File: config.mk
export PLATFORM = sky130hd
export DESIGN_NAME = pattern_frame_ctrl
export DESIGN_NICKNAME = d
export VERILOG_FILES = /design/src/rtl/pattern_frame_ctrl.sv
export SDC_FILE = /design/constraint.sdc
export NUM_CORES = 1
export LEC_CHECK = 0
export CAP_MARGIN = 20
export CORE_ASPECT_RATIO = 0.5
export CORE_UTILIZATION = 50
export DETAILED_ROUTE_END_ITERATION = 6
export PLACE_DENSITY = 0.84
export SLEW_MARGIN = 0
export SYNTH_ARGS = -nofsm -noshare
export SYNTH_HDL_FRONTEND = slang
export SYNTH_SLANG_ARGS = --single-unit
File: constraint.sdc
create_clock -name clk -period 5 [get_ports clk]
set_input_delay 0.5 -clock clk [delete_from_list [all_inputs] [get_ports clk]]
set_output_delay 0.5 -clock clk [all_outputs]
set_load 0.05 [all_outputs]
File: src/rtl/pattern_frame_ctrl.sv
// pattern_frame_ctrl
// -----------------------------------------------------------------------------
// Frame-timing controller for the pattern generator. Sequences active pixels,
// horizontal blank after every line and vertical blank after the last line,
// drives the external 5-bit line counter (line_enb / new_line), cross-checks
// the counter's end_frame flag, and selects the pattern shown in each frame.
//
// Ports:
//   clk, rst     : clock, asynchronous active-high reset
//   start        : begin sequencing (only honoured in IDLE)
//   stop         : request stop, latched while busy, applied at frame end
//   auto_adv     : advance pattern_id at every frame end
//   pat_load     : load pat_in into pattern_id (only honoured in IDLE)
//   pat_in       : pattern to load
//   end_frame    : end-of-frame flag from the line counter
//   line_enb     : line counter enable (high whenever busy)
//   new_line     : strobe on the last HBLANK cycle of each line
//   pix_valid    : high during active pixels
//   pix_x        : pixel index (zero-extended to 8 bits)
//   line_y       : line index
//   pattern_id   : active pattern
//   frame_start  : pulse on the first active pixel of a frame
//   frame_done   : pulse on the last VBLANK cycle
//   busy         : high whenever not IDLE
//   sync_err     : sticky line counter / controller disagreement
//
// Handshake/timing: all outputs are flops. Every decision is taken on the
// rising clk edge from the current registered state plus the inputs present
// during that cycle; the result is visible in the following cycle.
// -----------------------------------------------------------------------------
module pattern_frame_ctrl #(
    parameter int PIX_PER_LINE    = 64,
    parameter int HBLANK_CYC      = 8,
    parameter int LINES_PER_FRAME = 32,
    parameter int VBLANK_CYC      = 16,
    parameter int NUM_PATTERNS    = 4
) (
    input  logic       clk,
    input  logic       rst,
    input  logic       start,
    input  logic       stop,
    input  logic       auto_adv,
    input  logic       pat_load,
    input  logic [1:0] pat_in,
    input  logic       end_frame,
    output logic       line_enb,
    output logic       new_line,
    output logic       pix_valid,
    output logic [7:0] pix_x,
    output logic [4:0] line_y,
    output logic [1:0] pattern_id,
    output logic       frame_start,
    output logic       frame_done,
    output logic       busy,
    output logic       sync_err
);

    typedef enum logic [1:0] {
        IDLE   = 2'd0,
        ACTIVE = 2'd1,
        HBLANK = 2'd2,
        VBLANK = 2'd3
    } state_t;

    localparam logic [7:0]  PIX_LAST    = 8'(PIX_PER_LINE - 1);
    localparam logic [4:0]  LINE_LAST   = 5'(LINES_PER_FRAME - 1);
    localparam logic [15:0] HBLANK_LAST = 16'(HBLANK_CYC - 1);
    localparam logic [15:0] VBLANK_LAST = 16'(VBLANK_CYC - 1);
    localparam logic [1:0]  PAT_LAST    = 2'(NUM_PATTERNS - 1);

    state_t      state_q, state_d;
    logic [15:0] cnt_q, cnt_d;          // blank-cycle counter (HBLANK and VBLANK)
    logic [7:0]  pix_x_q, pix_x_d;
    logic [4:0]  line_y_q, line_y_d;
    logic [1:0]  pat_q, pat_d;
    logic        stop_q, stop_d;        // pending stop request
    logic        err_q, err_d;
    logic        pix_valid_q, pix_valid_d;
    logic        line_enb_q, line_enb_d;
    logic        busy_q, busy_d;
    logic        new_line_q, new_line_d;
    logic        frame_start_q, frame_start_d;
    logic        frame_done_q, frame_done_d;
    logic        stop_hit;

    // A stop arriving on the very last VBLANK cycle still ends this frame.
    assign stop_hit = stop_q | stop;

    always_comb begin
        state_d       = state_q;
        cnt_d         = cnt_q;
        pix_x_d       = pix_x_q;
        line_y_d      = line_y_q;
        pat_d         = pat_q;
        stop_d        = stop_q;
        err_d         = err_q;
        frame_start_d = 1'b0;

        // new_line_q marks the cycle the line counter sees the strobe; its
        // end_frame answer for that line is sampled at the end of the cycle.
        if (new_line_q && (end_frame != (line_y_q == LINE_LAST))) begin
            err_d = 1'b1;
        end

        case (state_q)
            IDLE: begin
                if (pat_load) begin
                    pat_d = pat_in;
                end
                if (start) begin
                    state_d       = ACTIVE;
                    pix_x_d       = 8'd0;
                    line_y_d      = 5'd0;
                    frame_start_d = 1'b1;
                    err_d         = 1'b0;
                    // start+stop together runs exactly one frame
                    stop_d        = stop;
                end
            end
            ACTIVE: begin
                stop_d = stop_hit;
                if (pix_x_q == PIX_LAST) begin
                    state_d = HBLANK;
                    cnt_d   = 16'd0;
                end else begin
                    pix_x_d = pix_x_q + 8'd1;
                end
            end
            HBLANK: begin
                stop_d = stop_hit;
                if (cnt_q == HBLANK_LAST) begin
                    if (line_y_q == LINE_LAST) begin
                        state_d = VBLANK;
                        cnt_d   = 16'd0;
                    end else begin
                        state_d  = ACTIVE;
                        line_y_d = line_y_q + 5'd1;
                        pix_x_d  = 8'd0;
                    end
                end else begin
                    cnt_d = cnt_q + 16'd1;
                end
            end
            VBLANK: begin
                stop_d = stop_hit;
                if (cnt_q == VBLANK_LAST) begin
                    if (auto_adv) begin
                        pat_d = (pat_q >= PAT_LAST) ? 2'd0 : pat_q + 2'd1;
                    end
                    pix_x_d  = 8'd0;
                    line_y_d = 5'd0;
                    if (stop_hit) begin
                        state_d = IDLE;
                        stop_d  = 1'b0;
                    end else begin
                        state_d       = ACTIVE;
                        frame_start_d = 1'b1;
                    end
                end else begin
                    cnt_d = cnt_q + 16'd1;
                end
            end
            default: begin
                state_d = IDLE;
            end
        endcase

        // Registered outputs are decoded from the next state so they line up
        // with the state they describe.
        pix_valid_d  = (state_d == ACTIVE);
        line_enb_d   = (state_d != IDLE);
        busy_d       = (state_d != IDLE);
        new_line_d   = (state_d == HBLANK) && (cnt_d == HBLANK_LAST);
        frame_done_d = (state_d == VBLANK) && (cnt_d == VBLANK_LAST);
    end

    always_ff @(posedge clk or posedge rst) begin
        if (rst) begin
            state_q       <= IDLE;
            cnt_q         <= 16'd0;
            pix_x_q       <= 8'd0;
            line_y_q      <= 5'd0;
            pat_q         <= 2'd0;
            stop_q        <= 1'b0;
            err_q         <= 1'b0;
            pix_valid_q   <= 1'b0;
            line_enb_q    <= 1'b0;
            busy_q        <= 1'b0;
            new_line_q    <= 1'b0;
            frame_start_q <= 1'b0;
            frame_done_q  <= 1'b0;
        end else begin
            state_q       <= state_d;
            cnt_q         <= cnt_d;
            pix_x_q       <= pix_x_d;
            line_y_q      <= line_y_d;
            pat_q         <= pat_d;
            stop_q        <= stop_d;
            err_q         <= err_d;
            pix_valid_q   <= pix_valid_d;
            line_enb_q    <= line_enb_d;
            busy_q        <= busy_d;
            new_line_q    <= new_line_d;
            frame_start_q <= frame_start_d;
            frame_done_q  <= frame_done_d;
        end
    end

    assign line_enb    = line_enb_q;
    assign new_line    = new_line_q;
    assign pix_valid   = pix_valid_q;
    assign pix_x       = pix_x_q;
    assign line_y      = line_y_q;
    assign pattern_id  = pat_q;
    assign frame_start = frame_start_q;
    assign frame_done  = frame_done_q;
    assign busy        = busy_q;
    assign sync_err    = err_q;

endmodule

==> metrics.cfg <==
[outcome]
status = completed

[cells_and_area]
syn_to_final_growth_pct = 15.4
antenna-diode-count = 0
multi_input_area_um2 = 1380
finalNonFillerCells = 369
final_util_pct = 63.1
nNetsFinal = 320
drive_above_1_share_pct = 8.25
register_area_um2 = 1000
fillerInstances = 380

[synthesis]
synth_area_per_cell_um2 = 9.13
syn_area_um2 = 2540
synth_seq_cells = 40
synth_edf_count = 0
yosysUniqueCellTypes = 59
synth.yosys.seq_area_share_pct = 39.4
async_flop_share_pct = 100
syn_nets = 296
ys_warn_count = 0
synth_ff_type = dfrtp_1
syn_inst = 278

[power]
peakVddDrop_mv = 0.163
power-per-cell-area_nw_per_um2 = 192
leakagePower_uw = 0.00124

[global_route]
grt_util_all_layers_pct = 25.3
grt_pass1_wl_um = 10200
overflow = 0
antenna_found_initial = 0
grt_max_degree = 41
grt_pass1_vias = 2133

[worst_hold_path]
holdCritPathClass = flip-flop to flip-flop

[clock_network]
cts_tree = yes
cts_resized = 0
clock_latency_ns = 0.29
cts_setup_buffers = 0
clk_pin_slew_ns = 0.08
htree_num_levels = 2
cts_buffers = 5
cts_sinks = 40
root_buffer = clkbuf_8
hold_buffers = 0
clock_path_buffers = 2

[sta]
tightest_slew_ns = 0.987
hold_viol_final = 0
skew_ns = 0.00877
slew_headroom_pct = 34.2
tns_ns = 0
fin_crit_ns = 3.32
finalCritPeriodShare_pct = 66.5
setup_viol = 0
slew_viol_final = 0
rsz0062_at_grt = false
max_freq_mhz = 301

[routing]
avgViaCountPerCell = 6.08
vias = 2242
drc = 0
initialDrtViolationCount = 190
drt-total-wl_um = 6100
wire_per_inst_um = 16.5
first_pass_iters = 5
drtAntennaViolNets = 0

[critical_path]
critPathLaunchType = flip-flop
path_cells = inv_1 -> ha_1 -> or4b_1 -> o22ai_1 -> o221ai_1 -> a22oi_2 -> o311ai_1 -> nor4_1 -> and4_1
crit_fanout = 17
cpPeakStageDelay_ns = 0.61
required_ns = 5.23
cp.arrival_ns = 3.55
path_class = flip-flop to flip-flop
worstSetupEndpointType = flip-flop
cpMaxStageDelayCell = o22ai_1

[place]
portBuffers = 30
hpwl_um = 4460
place_congestion = 0.933
dp_cells = 361

[floorplan]
num_rows = 17
initial_utilization_pct = 54.7
core_area_um2 = 4640
io_pins = 31
die_h_um = 52.4
die-area_um2 = 5380
dieWidth_um = 103

[run]
maxCapViolations = 0

==> logic make-up after synthesis <==
family                     Yosys count  synth area share [%]
AOI/OAI and AO/OA                   63                  19.5
muxes                                7                  3.06
xor gates and xnor gates             7                  2.42
DFF                                 40                  39.4
buffers and inverters               31                  6.16
adders and majority gates            9                  4.44
and+or+nand+nor                    121                  25.0
==> synthesized netlist by cell type, drive strengths merged, types with 4 or more instances <==
cell type	count	share of area [%]
dfrtp	40	39
nand2	28	4.1
nor2	27	4.0
inv	17	2.5
nor4	14	3.5
o21ai	14	3.2
nand3	12	2.6
a21oi	11	2.2
nor3	10	2.0
buf	9	2.9
ha	9	4.4
o221ai	7	2.4
a22oi	6	2.0
xnor2	6	2.1
clkbuf	5	0.74
nand4	5	1.2
or4	5	1.8
a22o	4	1.4
and3	4	0.99
mux2i	4	1.6
==> per-stage QoR <==
step / hold slack (ns) / total power (uW) / setup slack [ns] / area (um2)
after global routing: 0.562 / 582 / 1.40 / 2930
after detailed placement: 0.514 / 345 / 1.71 / 2840
after global placement: 0.497 / 345 / 1.84 / 2840
after floorplan: 0.475 / 336 / 2.18 / 2540
final: 0.531 / 561 / 1.68 / 2930
after CTS: 0.527 / 568 / 1.69 / 2930
==> cells in the final DEF (no fill, tap or decap), drive strengths merged, types with 5 or more instances in the layout <==
master / n
o221ai: 7
ha: 9
nand4: 5
dfrtp: 40
clkdlybuf4s50: 30
o21ai: 14
a22oi: 6
or4: 5
inv: 17
nand2: 28
clkbuf: 6
nor3: 10
a21oi: 11
nand3: 12
nor4: 14
nor2: 27
xnor2: 6
==> per-layer routing <==
layer | part of all wire [%] | vias up | track usage (%)
li1 | - | 1073 | -
met1 | 46 | 1094 | 34.5
met2 | 49 | 69 | 40.9
met3 | 4.4 | 6 | 4.67
met4 | 1.0 | 0 | 8.45
met5 | 0 | - | 0
==> flip-flops by register name, summed over array words and instances (netlist names) <==
| name | flops |
|---|---|
| busy | 1 |
| cnt_q | 16 |
| frame_done | 1 |
| frame_start | 1 |
| line_y | 5 |
| new_line | 1 |
| pattern_id | 2 |
| pix_valid | 1 |
| pix_x | 8 |
| state_q | 2 |
| stop_q | 1 |
| sync_err | 1 |
==> critical path: cells and delay by family (launching register included) <==
kind	cells	cell delay [ns]
buffers and inverters	1	0.11
adders and majority gates	1	0.42
AOI/OAI and AO/OA	4	1.32
DFF	1	0.43
and+or+nand+nor	3	0.99
==> path summary, 6_finish.rpt <==
kind	cells past startpoint	end	slack, ns	start
max	9	frame_done	1.68	state_q[0]
min in group asynchronous	3	pix_x[4]	0.63	rst
max reg2reg	9	frame_done	1.68	state_q[0]
min	1	line_y[2]	0.53	line_y[2]
min reg2reg	1	line_y[2]	0.53	line_y[2]
max in group asynchronous	3	state_q[0]	4.01	rst
==> final cells by class <==
type | instances | share of cell area (%)
Clock buffer | 6 | 2.82
Clock inverter | 2 | 0.342
Inverter | 17 | 2.18
Multi-Input combinational cell | 207 | 47.1
Sequential cell | 40 | 34.2
Tap cell | 66 | 2.82
Timing Repair Buffer | 31 | 10.5
==> where the power goes <==
group / internal (uW) / leakage [uW] / switching [uW]
logic: 6.85 / 0.000669 / 8.28
registers: 323 / 0.000518 / 0.00000000000000805
clock network: 110 / 0.0000510 / 112
No activity file was read; power rests on OpenSTA's default activity.
